$ cat config.mk
export PLATFORM = sky130hd
export DESIGN_NAME = mem_port_flat
export DESIGN_NICKNAME = d
export VERILOG_FILES = /design/src/rtl/mem_port_if.sv /design/src/rtl/mem_port.sv /design/src/flat_wrapper.sv
export SDC_FILE = /design/constraint.sdc
export NUM_CORES = 1
export LEC_CHECK = 0
export BUFFER_PORTS_ARGS = -buffer_cell sky130_fd_sc_hd__buf_2
export CAP_MARGIN = 20
export CORE_ASPECT_RATIO = 0.7
export CORE_MARGIN = 2
export CORE_UTILIZATION = 40
export CTS_CLUSTER_DIAMETER = 150
export DETAILED_ROUTE_END_ITERATION = 8
export PLACE_DENSITY = 0.82
export REMOVE_ABC_BUFFERS = 1
export SLEW_MARGIN = 40
export SYNTH_ARGS = -nofsm -noshare
export SYNTH_HDL_FRONTEND = slang
export SYNTH_SLANG_ARGS = --single-unit
$ cat constraint.sdc
create_clock -name clk -period 2.3 [get_ports clk]
set_clock_uncertainty 0.2 [all_clocks]
set_input_delay 0.345 -clock clk [delete_from_list [all_inputs] [get_ports clk]]
set_output_delay 0.345 -clock clk [all_outputs]
set_load 0.005 [all_outputs]
$ cat src/rtl/mem_port_if.sv
// Bus between the memory-access stage and the unified instruction/data memory.
// The stage drives request, write enable, address and write data; memory returns read data and ack.
interface mem_port_if;
   logic        mem_req;
   logic        mem_we;
   logic [31:0] mem_addr;
   logic [31:0] mem_wdata;
   logic [31:0] mem_rdata;
   logic        mem_ack;

   modport master (
      output mem_req,
      output mem_we,
      output mem_addr,
      output mem_wdata,
      input  mem_rdata,
      input  mem_ack
   );

   modport slave (
      input  mem_req,
      input  mem_we,
      input  mem_addr,
      input  mem_wdata,
      output mem_rdata,
      output mem_ack
   );
endinterface

$ cat src/rtl/mem_port.sv
// Memory-access stage: latches the address into a req/ack bus cycle and captures fetched or loaded
// data into IR or MDR. Stalls the controller from the request cycle until ack, timeout or misalign.
module mem_port #(
   parameter int unsigned MAX_WAIT = 255
) (
   input  logic        clk,
   input  logic        rst,
   input  logic        IorD,
   input  logic        MemWrite,
   input  logic        IRWrite,
   input  logic [31:0] PC,
   input  logic [31:0] ALUOut,
   input  logic [31:0] WriteData,
   output logic [31:0] IR,
   output logic [31:0] MDR,
   output logic        stall,
   output logic        bus_err,
   mem_port_if.master  bus
);

   localparam logic [7:0] WAIT_LIMIT = 8'(MAX_WAIT);

   typedef enum logic {
      IDLE,
      BUSY
   } state_t;

   state_t      state_q;
   state_t      state_d;

   logic        acc;
   logic [31:0] req_addr;
   logic        aligned;

   logic        start;
   logic        misalign;
   logic        done;
   logic        timeout;

   logic [7:0]  wait_cnt;
   logic        is_data_q;

   assign acc      = IRWrite | IorD;
   assign req_addr = IorD ? ALUOut : PC;
   assign aligned  = (req_addr[1:0] == 2'b00);

   always_ff @(posedge clk or negedge rst) begin
      if (!rst) begin
         state_q <= IDLE;
      end else begin
         state_q <= state_d;
      end
   end

   // wait_cnt counts BUSY cycles already spent without ack; the access is
   // aborted in the first BUSY cycle that finds MAX_WAIT of them behind it.
   always_comb begin
      state_d  = state_q;
      stall    = 1'b0;
      start    = 1'b0;
      misalign = 1'b0;
      done     = 1'b0;
      timeout  = 1'b0;
      case (state_q)
         IDLE: begin
            if (acc) begin
               if (aligned) begin
                  start   = 1'b1;
                  stall   = 1'b1;
                  state_d = BUSY;
               end else begin
                  misalign = 1'b1;
               end
            end
         end
         BUSY: begin
            if (bus.mem_ack) begin
               done    = 1'b1;
               state_d = IDLE;
            end else if (wait_cnt == WAIT_LIMIT) begin
               timeout = 1'b1;
               state_d = IDLE;
            end else begin
               stall = 1'b1;
            end
         end
         default: begin
            state_d = IDLE;
         end
      endcase
      if (!rst) begin
         stall = 1'b0;
      end
   end

   always_ff @(posedge clk or negedge rst) begin
      if (!rst) begin
         bus.mem_req   <= 1'b0;
         bus.mem_we    <= 1'b0;
         bus.mem_addr  <= 32'h0;
         bus.mem_wdata <= 32'h0;
         is_data_q     <= 1'b0;
         wait_cnt      <= 8'h0;
      end else if (start) begin
         bus.mem_req   <= 1'b1;
         bus.mem_we    <= IorD & MemWrite;
         bus.mem_addr  <= req_addr;
         bus.mem_wdata <= WriteData;
         is_data_q     <= IorD;
         wait_cnt      <= 8'h0;
      end else if (done || timeout) begin
         bus.mem_req <= 1'b0;
         bus.mem_we  <= 1'b0;
      end else if (state_q == BUSY) begin
         wait_cnt <= wait_cnt + 8'h1;
      end
   end

   // Stores complete without capturing anything; the kind of access was latched at BUSY entry.
   always_ff @(posedge clk or negedge rst) begin
      if (!rst) begin
         IR  <= 32'h0;
         MDR <= 32'h0;
      end else if (done) begin
         if (!is_data_q) begin
            IR <= bus.mem_rdata;
         end else if (!bus.mem_we) begin
            MDR <= bus.mem_rdata;
         end
      end
   end

   always_ff @(posedge clk or negedge rst) begin
      if (!rst) begin
         bus_err <= 1'b0;
      end else if (misalign || timeout) begin
         bus_err <= 1'b1;
      end
   end

endmodule

$ cat src/flat_wrapper.sv
// flat-port wrapper written by rule: the top's interface ports become plain ports
module mem_port_flat 
#(
   parameter int unsigned MAX_WAIT = 255
)
  (clk, rst, IorD, MemWrite, IRWrite, PC, ALUOut, WriteData, IR, MDR, stall, bus_err, bus_mem_req, bus_mem_we, bus_mem_addr, bus_mem_wdata, bus_mem_rdata, bus_mem_ack);
  mem_port_if bus_i ();
  input  logic clk;
  input  logic rst;
  input  logic IorD;
  input  logic MemWrite;
  input  logic IRWrite;
  input  logic [31:0] PC;
  input  logic [31:0] ALUOut;
  input  logic [31:0] WriteData;
  output logic [31:0] IR;
  output logic [31:0] MDR;
  output logic stall;
  output logic bus_err;
  output wire logic [$bits(bus_i.mem_req)-1:0] bus_mem_req;
  output wire logic [$bits(bus_i.mem_we)-1:0] bus_mem_we;
  output wire logic [$bits(bus_i.mem_addr)-1:0] bus_mem_addr;
  output wire logic [$bits(bus_i.mem_wdata)-1:0] bus_mem_wdata;
  input wire logic [$bits(bus_i.mem_rdata)-1:0] bus_mem_rdata;
  input wire logic [$bits(bus_i.mem_ack)-1:0] bus_mem_ack;
  assign bus_mem_req = bus_i.mem_req;
  assign bus_mem_we = bus_i.mem_we;
  assign bus_mem_addr = bus_i.mem_addr;
  assign bus_mem_wdata = bus_i.mem_wdata;
  assign bus_i.mem_rdata = bus_mem_rdata;
  assign bus_i.mem_ack = bus_mem_ack;
  mem_port #(.MAX_WAIT(MAX_WAIT)) u_core (.clk(clk), .rst(rst), .IorD(IorD), .MemWrite(MemWrite), .IRWrite(IRWrite), .PC(PC), .ALUOut(ALUOut), .WriteData(WriteData), .IR(IR), .MDR(MDR), .stall(stall), .bus_err(bus_err), .bus(bus_i));
endmodule
Word-level counts from Yosys, hierarchy flattened
Index checks and enable logic that the tools add are counted.

Output and inout port bits: 132. Memories kept: 0. Bits in latches: 0. ROM bits: 0. Logic and storage cells: 48. Bits in writable memories: 0. Bits in registers: 141.

Divide/modulo/power cells: 0. Magnitude comparators: 0. Reduce and logical (&&, ||, !) cells: 8. Mux-type cells: 22. Shift-type cells: 0. Multiply operators: 0. Equality and inequality tests: 2. $add $sub $neg: 1. Bitwise operators: 5.

Operators by type and width (number): 2-to-1 mux 32 bit (1); 2-to-1 mux 8 bit (3); 2-to-1 mux 1 bit (17); adder 8 x 1 -> 8 bit (second input constant) (1); equality test 8 bit (second input constant) (1); AND reduction 2 bit (2); nonzero test 2 bit (2); NOT 1 bit (3); AND reduction 3 bit (1); logical NOT 2 bit (1); logical OR 1 bit (2); inequality test 2 x 1 -> 1 bit (second input constant) (1); case mux 1 bit (2 select lines) (1); AND 1 bit (1); bitwise OR 1 bit (1).

Longest topological paths before layout
Depth in word-level cells: 7. Mapped depth: 7. Gate-level depth less buffers: 5.

Least setup slack after synthesis
OpenSTA, ideal clock, no wires.

Kind: input-to-output. Start: input port IorD. End: output port stall. Buffers on the path: 2. Arrival: 1.247 ns. Stages on the path: 6. Slack: 0.508 ns. Cells stage by stage: buf_2 -> nor3b_4 -> o21bai_4 -> buf_6 -> nand2_1 -> and2_1.

Cells in the longest elaborated chain, start to end: 6.

Ends and longest elaborated chain: start: declaration (line flat_wrapper.sv:10) `input logic IorD;`; 2-to-1 mux 32 bit (line mem_port.sv:44) `assign req_addr = IorD ? ALUOut : PC;`; logical NOT 2 bit (line mem_port.sv:45) `assign aligned = (req_addr[1:0] == 2'b00);`; 2-to-1 mux 1 bit; 2-to-1 mux 1 bit *; case mux 1 bit (2 select lines) *; via u_core.state_d (line mem_port.sv:29) `state_t state_d;`; 2-to-1 mux 1 bit * (line mem_port.sv:91) `if (!rst) begin`; end: declaration (line flat_wrapper.sv:18) `output logic stall;`.

The timed path passes the listed nets; every way through them passes the cells marked *.

Worst setup path after layout
Start: register u_core.wait_cnt[0]. End: output port stall.

Cells in the longest elaborated chain, start to end: 5.

Ends and longest elaborated chain: start: declaration (line mem_port.sv:40) `logic [7:0] wait_cnt;`; start signal: assignment (line mem_port.sv:115) `wait_cnt <= wait_cnt + 8'h1;`; equality test 8 bit (line mem_port.sv:80) `end else if (wait_cnt == WAIT_LIMIT) begin`; 2-to-1 mux 1 bit (2 in series); case mux 1 bit (2 select lines); via u_core.state_d (line mem_port.sv:29); 2-to-1 mux 1 bit (line mem_port.sv:91).

The timed path passes the listed nets, and every way through them passes these cells.

==> reports/summary.txt <==
Status: finished clean
WHS Path Cells: 3
Vias in the first global route: 4,767
GP Congestion: 0.772
Layout Utilization: 0.616
Met1 Use GR: 0.247
Total Nets Final: 875
Area share of the largest cell type after synthesis: 0.607
Max clock buf depth: 2
Top-count cell post-synth: dfrtp_1
Clk pwr share: 0.303
Fillers: 1,090
Root buffer cell: clkbuf_16
CP required: 1.75 ns
Post-synth ARST share: 1.00
Final ANT Viol Nets: 0
Hold Slack: 0.0161 ns
Via count: 4,427
Ports: 266
CP Capture Type: output port
Initial antenna violation count: 0
Int Power: 6.45 mW
FMAX: 0.451 GHz
Core box area: 14,100 sq um
Post-synth EDFFs: 0
Area Overhead vs Synth: 48.9%
Switching Share: 0.283
Largest net degree at the start of global routing: 142
Comb power frac: 0.273
Sink Count: 141
CTS buffer count: 17
Tmin final: 2.22 ns
Synth area leaders: dfrtp_1, mux2_2, mux2_4
Pre-Repair DR Iteration Count: 4
Aggregate global routing overflow: 0
Synth area leader: dfrtp_1
DR vias/cell: 4.69
Reg2reg path depth: 5
CP startpoint kind: flop
#FFs+latches synth: 141
Post-Syn Area: 5820 sq um
First-pass GRT wire length: 24,600 um
DRC viols: 0
CTS H-tree lvls: 4
Layout cell share with drive strength beyond 1: 0.546
Synth top cells by count: dfrtp_1, mux2_2, mux2_4, nand2_1, mux2i_1
DP HPWL: 9450 um
Syn_area_per_cell: 14.5 sq um
Arr. time, crit path: 1.67 ns
CTS tree: done
Die H: 105 um
Tot GR Track Use: 0.201
Final WL: 15,000 um
Max VDD drop: 0.656 mV
Max_cap viols: 0
Synth unique cells: 37
Initial DRC count: 116
Later-pin clock latency in the skew report: 0.40 ns
Port Buf Inserts: 265
Post-synthesis sequential area ratio: 0.607
Row Count: 36
Hold crit path type: primary input to flop
CP Max Fanout: 5
Max Slew Vio Count: 0
Yosys warning count: 0
Final setup fails: 0
Worst-margin pin slew: 0.608 ns
Leak: 4.43 nW
Reg power frac: 0.424
Pwr dens: 1040 nW/um^2
GR met2 Demand/Resource: 0.340
Die Area: 15,500 sq um
GRT Max-Usage Layer: met2
WL/cell: 15.9 um
N_diodes: 0
Final Hold Violating Endpoints: 0
Synth Instances: 400
Post-synth top flop: dfrtp_1
Final period utilization: 0.964
Worst slew margin: 0.595
Grt met3 use: 0.0611
Worst-path clk slew: 0.06 ns
Starting Density: 0.414
Die Wd: 148 um
Switch Pwr: 2.54 mW
Critical path class: flop to output port
-- metal layers --
layer	up-vias	part of all wire
li1	2101	-
met1	2151	0.42
met2	151	0.50
met3	24	0.066
met4	0	0.019
met5	-	0
-- path summary, 6_finish.rpt --
| kind | from | end | slack (ns) |
|---|---|---|---|
| setup / recovery | u_core.wait_cnt[0]$_DFFE_PN0P_ | stall | 0.08 |
| hold / removal | ALUOut[29] | u_core.bus.mem_addr[29]$_DFFE_PN0P_ | 0.02 |
| setup reg to reg | u_core.state_q$_DFF_PN0_ | u_core.bus.mem_wdata[5]$_DFFE_PN0P_ | 0.35 |
| hold reg to reg | u_core.bus.mem_addr[23]$_DFFE_PN0P_ | u_core.bus.mem_addr[23]$_DFFE_PN0P_ | 0.27 |
| max in group asynchronous | rst | u_core.wait_cnt[5]$_DFFE_PN0P_ | 0.83 |
| min in group asynchronous | rst | u_core.MDR[28]$_DFFE_PN0P_ | 0.24 |
-- final cells by class --
cell class | count | area (sq um) | share of cell area
Multi-Input combinational cell | 233 | 2130 | 0.246
Inverter | 3 | 11.3 | 0.00130
Sequential cell | 141 | 3530 | 0.407
Timing Repair Buffer | 344 | 2160 | 0.250
Clock buffer | 18 | 429 | 0.0495
Tap cell | 190 | 238 | 0.0274
Clock inverter | 14 | 159 | 0.0183
-- flip-flops by register name (all words and copies together) (netlist names) --
signal,cells
u_core.bus_err,1
u_core.bus.mem_addr,32
u_core.bus.mem_wdata,32
u_core.bus.mem_we,1
u_core.MDR,32
u_core.is_data_q,1
u_core.bus.mem_req,1
u_core.wait_cnt,8
u_core.IR,32
u_core.state_q,1
-- kinds of logic (layout without fill, tap and decap cells) --
kind of cell	after synthesis	count (layout)	synth area share
DFF	141	141	0.607
AOI/OAI and AO/OA	47	47	0.0497
buffers and inverters	26	379	0.0293
adders and majority gates	1	1	0.00215
muxes	127	127	0.260
xor gates and xnor gates	2	2	0.00301
and+or+nand+nor	56	56	0.0495
-- placed cells by master, fill, tap and decap left out, drive strengths merged, types with 2 or more instances in the layout --
cell type / synthesis / final
buf: 21 / 277
dfrtp: 141 / 141
mux2: 96 / 96
dlygate4sd3: 0 / 67
o21ai: 33 / 33
nand2: 32 / 32
mux2i: 31 / 31
clkbuf: 2 / 18
inv: 3 / 8
nand3: 6 / 6
and2: 5 / 5
clkinvlp: 0 / 5
o31ai: 3 / 3
o211ai: 3 / 3
nor3: 3 / 3
nand4b: 2 / 2
a211oi: 2 / 2
xor2: 2 / 2
clkinv: 0 / 2
bufinv: 0 / 2
o21bai: 2 / 2
-- worst max-delay path, cell delays in order (launching register included) --
cell	delay [ns]
dfrtp_1	0.41
ha_4	0.18
nand4_1	0.14
o21ai_2	0.16
nand2_1	0.09
and2_1	0.16
buf_2	0.12
-- what timing repair did --
item / 4_1_cts / 5_1_grt
cloned: 0 / 0
endpoints found under the hold margin: 238 / 0
setup endpoints to repair: 1 / 1
resized for setup: 1 / 2
pin swaps: 0 / 1
buffers inserted: 1 / 1
hold buffers: 67 / 0
-- power by group through the flow --
stage,registers [mW],logic [mW],clock network (mW)
2_1_floorplan,3.89,0.973,0
3_3_place_gp,3.79,2.29,0
3_5_place_dp,3.82,2.37,0
4_1_cts,3.80,2.46,2.77
5_1_grt,3.93,2.69,2.89
6_report,3.81,2.46,2.72
-- through the flow --
step | area [sq um] | power [mW] | instances | TNS, ns | worst slack, ns
detailed placement | 7350 | 6.18 | 841 | 0 | 0.217
global route | 8660 | 9.51 | 943 | -0.00191 | -0.00191
CTS | 8610 | 9.03 | 941 | 0 | 0.00957
global placement | 7350 | 6.08 | 841 | 0 | 0.248
finish | 8660 | 8.99 | 943 | 0 | 0.0825
floorplan | 5660 | 4.87 | 377 | -26.78 | -0.645
No activity file was read; power rests on OpenSTA's default activity.
